File: config.mk
export PLATFORM = sky130hd
export DESIGN_NAME = id_decode_stage
export DESIGN_NICKNAME = d
export VERILOG_FILES = /design/src/rtl/riscv_pkg.sv /design/src/rtl/imm_gen.sv /design/src/rtl/id_decode_stage.sv
export SDC_FILE = /design/constraint.sdc
export NUM_CORES = 1
export LEC_CHECK = 0
export CAP_MARGIN = 0
export CORE_UTILIZATION = 39
export DETAILED_ROUTE_END_ITERATION = 12
export MAX_ROUTING_LAYER = met4
export PLACE_DENSITY = 0.77
export SYNTH_ARGS = -nofsm -noshare
export SYNTH_HDL_FRONTEND = slang
export SYNTH_SLANG_ARGS = --single-unit
File: constraint.sdc
create_clock -name clk -period 2.4 [get_ports clk]
set_clock_uncertainty 0.2 [all_clocks]
set_input_delay 0.36 -clock clk [delete_from_list [all_inputs] [get_ports clk]]
set_output_delay 0.36 -clock clk [all_outputs]
set_load 0.01 [all_outputs]
File: src/rtl/riscv_pkg.sv
// Shared RV32 definitions: ALU operation codes, major opcodes, immediate
// format selects and the funct3 -> base ALU operation mapping.
// Used by the decode stage and the ALU.
package riscv_pkg;

  typedef enum logic [3:0] {
    ALU_ADD  = 4'd0,
    ALU_SUB  = 4'd1,
    ALU_SLL  = 4'd2,
    ALU_SLT  = 4'd3,
    ALU_SLTU = 4'd4,
    ALU_XOR  = 4'd5,
    ALU_SRL  = 4'd6,
    ALU_SRA  = 4'd7,
    ALU_OR   = 4'd8,
    ALU_AND  = 4'd9
  } alu_op_e;

  localparam logic [6:0] OPC_OP     = 7'b0110011;
  localparam logic [6:0] OPC_OP_IMM = 7'b0010011;
  localparam logic [6:0] OPC_LUI    = 7'b0110111;
  localparam logic [6:0] OPC_AUIPC  = 7'b0010111;
  localparam logic [6:0] OPC_BRANCH = 7'b1100011;
  localparam logic [6:0] OPC_LOAD   = 7'b0000011;
  localparam logic [6:0] OPC_STORE  = 7'b0100011;
  localparam logic [6:0] OPC_JAL    = 7'b1101111;
  localparam logic [6:0] OPC_JALR   = 7'b1100111;

  localparam logic [6:0] F7_BASE = 7'b0000000;
  localparam logic [6:0] F7_ALT  = 7'b0100000;

  typedef enum logic [2:0] {
    IMM_NONE,
    IMM_I,
    IMM_SHAMT,
    IMM_S,
    IMM_B,
    IMM_U,
    IMM_J
  } imm_sel_e;

  // funct3 -> operation when funct7 selects the base (non-alternate) form
  function automatic alu_op_e base_alu_op(input logic [2:0] funct3);
    case (funct3)
      3'b000:  base_alu_op = ALU_ADD;
      3'b001:  base_alu_op = ALU_SLL;
      3'b010:  base_alu_op = ALU_SLT;
      3'b011:  base_alu_op = ALU_SLTU;
      3'b100:  base_alu_op = ALU_XOR;
      3'b101:  base_alu_op = ALU_SRL;
      3'b110:  base_alu_op = ALU_OR;
      default: base_alu_op = ALU_AND;
    endcase
  endfunction

endpackage

File: src/rtl/imm_gen.sv
// Immediate generator: extracts the I/S/B/U/J (or shift-amount) immediate
// from an instruction word and sign-extends it from instr[31] to XLEN.
//   instr : instruction bits [31:7] (opcode bits carry no immediate content)
//   sel   : immediate format select
//   imm   : sign-extended immediate, zero when sel is IMM_NONE
module imm_gen
  import riscv_pkg::*;
#(
  parameter int unsigned XLEN = 32
) (
  input  logic [31:7]     instr,
  input  imm_sel_e        sel,
  output logic [XLEN-1:0] imm
);

  logic [31:0] imm32;

  always_comb begin
    imm32 = '0;
    case (sel)
      IMM_I:     imm32 = {{20{instr[31]}}, instr[31:20]};
      IMM_SHAMT: imm32 = {27'd0, instr[24:20]};
      IMM_S:     imm32 = {{20{instr[31]}}, instr[31:25], instr[11:7]};
      IMM_B:     imm32 = {{20{instr[31]}}, instr[7], instr[30:25], instr[11:8], 1'b0};
      IMM_U:     imm32 = {instr[31:12], 12'd0};
      IMM_J:     imm32 = {{12{instr[31]}}, instr[19:12], instr[20], instr[30:21], 1'b0};
      default:   imm32 = '0;
    endcase
    imm = XLEN'($signed(imm32));
  end

endmodule

File: src/rtl/id_decode_stage.sv
// RV32 instruction decode stage with a single-entry output pipeline register.
//   clk, rst            : clock, synchronous active-high reset
//   in_valid/in_ready   : handshake from fetch; in_instr, in_pc payload
//   flush               : drops the held bundle and any same-cycle input
//   out_valid/out_ready : handshake to execute
//   out_*               : registered decoded bundle (ALU op, register
//                         indices, immediate, control flags, funct3, pc,
//                         illegal-encoding flag)
module id_decode_stage
  import riscv_pkg::*;
#(
  parameter int unsigned XLEN = 32
) (
  input  logic            clk,
  input  logic            rst,
  input  logic            in_valid,
  output logic            in_ready,
  input  logic [31:0]     in_instr,
  input  logic [XLEN-1:0] in_pc,
  input  logic            flush,
  output logic            out_valid,
  input  logic            out_ready,
  output logic [3:0]      out_alu_op,
  output logic [4:0]      out_rs1,
  output logic [4:0]      out_rs2,
  output logic [4:0]      out_rd,
  output logic [XLEN-1:0] out_imm,
  output logic            out_use_imm,
  output logic            out_a_is_pc,
  output logic            out_reg_write,
  output logic            out_is_branch,
  output logic            out_is_jump,
  output logic            out_is_load,
  output logic            out_is_store,
  output logic [2:0]      out_funct3,
  output logic [XLEN-1:0] out_pc,
  output logic            out_illegal
);

  typedef struct packed {
    alu_op_e         alu_op;
    logic [4:0]      rs1;
    logic [4:0]      rs2;
    logic [4:0]      rd;
    logic            use_imm;
    logic            a_is_pc;
    logic            reg_write;
    logic            is_branch;
    logic            is_jump;
    logic            is_load;
    logic            is_store;
    logic [2:0]      funct3;
    logic [XLEN-1:0] pc;
    logic            illegal;
  } bundle_t;

  logic [6:0]      opcode;
  logic [2:0]      funct3;
  logic [6:0]      funct7;
  logic            illegal;
  imm_sel_e        imm_sel;
  logic [XLEN-1:0] imm;
  bundle_t         dec;
  bundle_t         q;
  logic [XLEN-1:0] q_imm;

  assign opcode = in_instr[6:0];
  assign funct3 = in_instr[14:12];
  assign funct7 = in_instr[31:25];

  imm_gen #(.XLEN(XLEN)) u_imm_gen (
    .instr (in_instr[31:7]),
    .sel   (imm_sel),
    .imm   (imm)
  );

  always_comb begin
    dec        = '0;
    dec.alu_op = ALU_ADD;
    dec.rs1    = in_instr[19:15];
    dec.rs2    = in_instr[24:20];
    dec.rd     = in_instr[11:7];
    dec.funct3 = funct3;
    dec.pc     = in_pc;
    imm_sel    = IMM_NONE;
    illegal    = 1'b0;
    if (in_instr[1:0] != 2'b11) begin
      illegal = 1'b1;
    end else begin
      case (opcode)
        OPC_OP: begin
          dec.reg_write = 1'b1;
          if (funct7 == F7_BASE)                       dec.alu_op = base_alu_op(funct3);
          else if (funct7 == F7_ALT && funct3 == 3'b000) dec.alu_op = ALU_SUB;
          else if (funct7 == F7_ALT && funct3 == 3'b101) dec.alu_op = ALU_SRA;
          else                                         illegal = 1'b1;
        end
        OPC_OP_IMM: begin
          dec.reg_write = 1'b1;
          dec.use_imm   = 1'b1;
          imm_sel       = IMM_I;
          dec.alu_op    = base_alu_op(funct3);
          // shifts carry funct7 in the upper immediate bits; the operand is shamt only
          if (funct3 == 3'b001) begin
            imm_sel = IMM_SHAMT;
            if (funct7 != F7_BASE) illegal = 1'b1;
          end else if (funct3 == 3'b101) begin
            imm_sel = IMM_SHAMT;
            if (funct7 == F7_ALT)       dec.alu_op = ALU_SRA;
            else if (funct7 != F7_BASE) illegal = 1'b1;
          end
        end
        OPC_LUI: begin
          dec.rs1       = '0;
          dec.use_imm   = 1'b1;
          dec.reg_write = 1'b1;
          imm_sel       = IMM_U;
        end
        OPC_AUIPC: begin
          dec.a_is_pc   = 1'b1;
          dec.use_imm   = 1'b1;
          dec.reg_write = 1'b1;
          imm_sel       = IMM_U;
        end
        OPC_BRANCH: begin
          dec.alu_op    = ALU_SUB;
          dec.is_branch = 1'b1;
          imm_sel       = IMM_B;
          if (funct3 == 3'b010 || funct3 == 3'b011) illegal = 1'b1;
        end
        OPC_LOAD: begin
          dec.use_imm   = 1'b1;
          dec.is_load   = 1'b1;
          dec.reg_write = 1'b1;
          imm_sel       = IMM_I;
        end
        OPC_STORE: begin
          dec.use_imm  = 1'b1;
          dec.is_store = 1'b1;
          imm_sel      = IMM_S;
        end
        OPC_JAL: begin
          dec.a_is_pc   = 1'b1;
          dec.use_imm   = 1'b1;
          dec.is_jump   = 1'b1;
          dec.reg_write = 1'b1;
          imm_sel       = IMM_J;
        end
        OPC_JALR: begin
          dec.use_imm   = 1'b1;
          dec.is_jump   = 1'b1;
          dec.reg_write = 1'b1;
          imm_sel       = IMM_I;
          if (funct3 != 3'b000) illegal = 1'b1;
        end
        default: illegal = 1'b1;
      endcase
    end
    // an illegal encoding still flows down the pipe, but as an inert ADD
    if (illegal) begin
      dec.alu_op    = ALU_ADD;
      dec.use_imm   = 1'b0;
      dec.a_is_pc   = 1'b0;
      dec.reg_write = 1'b0;
      dec.is_branch = 1'b0;
      dec.is_jump   = 1'b0;
      dec.is_load   = 1'b0;
      dec.is_store  = 1'b0;
      imm_sel       = IMM_NONE;
    end
    dec.illegal = illegal;
    if (dec.rd == 5'd0) dec.reg_write = 1'b0;
  end

  assign in_ready = !out_valid || out_ready;

  always_ff @(posedge clk) begin
    if (rst) begin
      out_valid <= 1'b0;
      q         <= '0;
      q_imm     <= '0;
    end else if (flush) begin
      out_valid <= 1'b0;
    end else if (in_valid && in_ready) begin
      out_valid <= 1'b1;
      q         <= dec;
      q_imm     <= imm;
    end else if (out_ready) begin
      out_valid <= 1'b0;
    end
  end

  assign out_alu_op    = q.alu_op;
  assign out_rs1       = q.rs1;
  assign out_rs2       = q.rs2;
  assign out_rd        = q.rd;
  assign out_imm       = q_imm;
  assign out_use_imm   = q.use_imm;
  assign out_a_is_pc   = q.a_is_pc;
  assign out_reg_write = q.reg_write;
  assign out_is_branch = q.is_branch;
  assign out_is_jump   = q.is_jump;
  assign out_is_load   = q.is_load;
  assign out_is_store  = q.is_store;
  assign out_funct3    = q.funct3;
  assign out_pc        = q.pc;
  assign out_illegal   = q.illegal;

endmodule

==> metrics.csv <==
stage,metric,value,unit
hold_path,Hold Crit Class,in -> reg,
clock_tree,clock slew at reported path FFs,0.10,ns
outcome,failing checks,design-rule violations,
detailed_routing,Vias/cell,5.17,
final_layout,Fillers,893,
detailed_routing,via count,4536,
yosys,post-synthesis async set-or-reset flop share,0,%
outcome,outcome,"finished, violations left",
final_layout,# diodes,0,
clock_tree,H-tree depth,3,
detailed_routing,WL final,13800,µm
power_and_ir_drop,Sw Ratio,27.4,%
die,Die Wd,104,µm
clock_tree,CTS Hold Bufs,0,
sta,number of endpoints failing setup at the final stage,0,
detailed_routing,drc violations,4,
die,Initial Util,40.0,%
die,Site Rows,37,
yosys,mapped cell area,4090,µm²
die,die area,10900,µm²
yosys,Post-Syn Instances,524,
worst_setup_path,peak fanout along the critical path,4,
yosys,synth warn,0,
die,Chip Height,104,µm
placement,pre-CTS WS,-0.529,ns
worst_setup_path,CP arrival,2.42,ns
worst_setup_path,CP max stage cell,clkdlybuf4s50_1,
die,I/O Pins,165,
placement,Port Buffer Count,164,
power_and_ir_drop,P_int,2.33,mW
clock_tree,clock latency at the later pin of the worst-skew pair,0.37,ns
sta,period utilization,96.5,%
global_routing,initial antenna violation count,0,
clock_tree,total clock buffers created by CTS,9,
yosys,Post-synth EDFFs,0,
clock_tree,clock sinks,95,
yosys,syn nets,593,
global_routing,first-pass GRT wire length,22000,µm
worst_setup_path,Worst Setup SP,in_instr[1],
placement,routability cong.,0.903,
final_layout,layout cell share with drive strength beyond 1,15.4,%
power_and_ir_drop,Logic pwr share,17.3,%
global_routing,GRT Total Usage,26.1,%
final_layout,area grow syn2layout,62.1,%
sta,fin. max-slew vios,0,
worst_setup_path,critical-path cell list,clkdlybuf4s50_1 > nor4bb_4 > and3_4 > a2111oi_4 > nand2_2 > buf_4 > or3_4 > a21oi_2,
worst_setup_path,CP Launch Type,primary input,
sta,final worst slack,0.0842,ns
yosys,sequential area share after synthesis,46.5,%
global_routing,vias in the first global route,4288,
clock_tree,CTS Root Buffer Type,clkbuf_8,
final_layout,final core occ,64.8,%
power_and_ir_drop,Max IR drop VDD,0.292,mV
worst_setup_path,Worst Path Required,2.51,ns
final_layout,Post-Layout Cell Count,878,
yosys,count of cell types in the netlist,50,
global_routing,global route overflow,0,
global_routing,largest net degree at the start of global routing,37,
power_and_ir_drop,Seq pwr share,51.1,%
worst_setup_path,worst setup path class,in -> reg,
clock_tree,clk buf depth,2,
die,Core Region,10200,µm²
job,Max Cap Viol,0,
detailed_routing,drt wl/cell,15.7,µm
detailed_routing,DRT antenna net count,0,
power_and_ir_drop,P_leak,2.50,nW
final_layout,Nets,806,
sta,min Tclk post-route,2.32,ns
detailed_routing,number of DRC markers in iteration 0,271,
power_and_ir_drop,clock share of power,31.7,%
sta,max_slew headroom,65.0,%
sta,Hold Fails Final Rpt,0,
sta,Slew @ Worst Pin,0.526,ns
yosys,syn avg cell area,7.81,µm²
power_and_ir_drop,PwrDens,484,nW/µm²
detailed_routing,First-pass DRT Iterations,11,
placement,Post-DP HPWL,10700,µm
clock_tree,CTS tree,yes,
sta,Min Hold Slack,0.152,ns
worst_setup_path,CP peak stage delay,0.43,ns
placement,Placed Cells,858,
worst_setup_path,reg2reg start,out_valid$_SDFFE_PP0P_,
power_and_ir_drop,P_sw,0.878,mW
yosys,synthesis-stage register bit count,95,
worst_setup_path,CP Capture Type,flip-flop,
sta,FMAX,432,MHz
yosys,most common flop cell mapped by yosys,dfxtp_1,
hold_path,Hold Crit Start,in_instr[26],
-- final timing paths --
kind         slack, ns  depth (start not counted)                        to
max               0.08                          8  out_use_imm$_SDFFE_PP0P_
min               0.15                          3   out_imm[6]$_SDFFE_PP0P_
max reg2reg       0.54                          7   out_rs1[2]$_SDFFE_PP0P_
min reg2reg       0.25                          2  out_imm[19]$_SDFFE_PP0P_
-- power by group through the flow --
stage / combinational, mW / clock, mW / sequential (mW)
after global routing: 0.597 / 1.11 / 1.64
after CTS: 0.544 / 1.04 / 1.64
final: 0.554 / 1.02 / 1.64
after detailed placement: 0.542 / 0 / 1.68
after floorplan: 0.188 / 0 / 1.69
after global placement: 0.537 / 0 / 1.67
-- repair_timing --
item / in CTS / in global routing
resized for setup: 9 / 21
endpoints found under the setup margin: 18 / 36
buffers inserted: 0 / 4
pin swaps: 3 / 8
-- cell usage after synthesis, types with 2 or more instances --
cell / instances / share of area, %
nor2_1: 26 / 2.4
a21boi_0: 12 / 2.2
or3_1: 2 / 0.31
o21a_1: 2 / 0.37
a21o_1: 3 / 0.55
nand3b_1: 3 / 0.55
a22o_1: 5 / 1.1
buf_1: 4 / 0.37
a22oi_1: 15 / 2.8
nor4_1: 3 / 0.46
or4_1: 3 / 0.55
clkbuf_1: 27 / 2.5
a31oi_1: 4 / 0.61
o21ai_0: 22 / 2.7
inv_1: 11 / 1.0
nand2_1: 136 / 12
and3_1: 4 / 0.61
nand4_1: 4 / 0.61
a221oi_1: 2 / 0.43
nor3_1: 7 / 0.86
nand2b_1: 4 / 0.61
o21ai_1: 10 / 1.2
a21oi_1: 64 / 7.8
a211oi_1: 2 / 0.37
and2_1: 3 / 0.46
o2111ai_1: 2 / 0.43
buf_2: 6 / 0.73
dfxtp_1: 95 / 46
nor2b_1: 7 / 1.1
nor3b_1: 3 / 0.55
o31ai_1: 6 / 1.1
nand3_1: 9 / 1.1
-- routing by layer --
layer,routed length [µm],track usage [%],vias to the layer above
met4,223,7.96,0
li1,-,-,2230
met2,6710,42.6,139
met5,0,-,-
met3,643,3.82,21
met1,6170,33.2,2146
-- flip-flops by register name, summed over array words and instances, names as in the netlist, 3 cells and up --
register,cells
out_rs2,5
out_funct3,3
out_rd,5
out_pc,32
out_rs1,5
out_alu_op,4
out_imm,32
-- worst max-delay path: cells and delay by family --
kind	cells	cell delay [ns]
buffers and inverters	2	0.59
AND/OR/NAND/NOR	4	0.90
AO/OA/AOI/OAI	2	0.56
-- final cells by class --
type                            count  area [µm²]  share of cell area [%]
Clock buffer                       10         138                    2.08
Clock inverter                      6        52.6                   0.792
Inverter                           11        41.3                   0.623
Multi-Input combinational cell    379        2060                    31.1
Sequential cell                    95        1900                    28.7
Tap cell                          136         170                    2.57
Timing Repair Buffer              241        2270                    34.2
-- cells by family after synthesis --
| group | synth area share [%] |
|---|---|
| and+or+nand+nor | 24.0 |
| DFF | 46.5 |
| AOI/OAI and AO/OA | 24.0 |
| xor gates and xnor gates | 0.428 |
| buffers and inverters | 5.05 |
-- through the flow --
step	TNS (ns)	cell area, µm²	power [mW]
after floorplan	0	4090	1.88
after global placement	-14.91	6330	2.21
after detailed placement	-15.13	6330	2.22
after CTS	0	6520	3.22
after global routing	-0.00147	6630	3.36
final	0	6630	3.21
-- layout by cell type (no fill, tap or decap), drive strengths merged, types with 3 or more instances in the layout --
master / count
nand2: 137
clkdlybuf4s50: 153
a21oi: 64
dlymetal6s2s: 6
or4: 3
nor4: 3
nand2b: 4
buf: 78
inv: 14
and3: 4
and2: 3
o21ai: 32
nor2: 27
a21o: 3
dlygate4sd2: 4
nor2b: 7
nor3: 7
nand4: 4
nor3b: 3
clkbuf: 10
a21boi: 12
a31oi: 4
nand3b: 3
a22oi: 16
o31ai: 6
a22o: 5
dfxtp: 95
nand3: 10
Note: power is estimated with default switching activity, not from simulation.
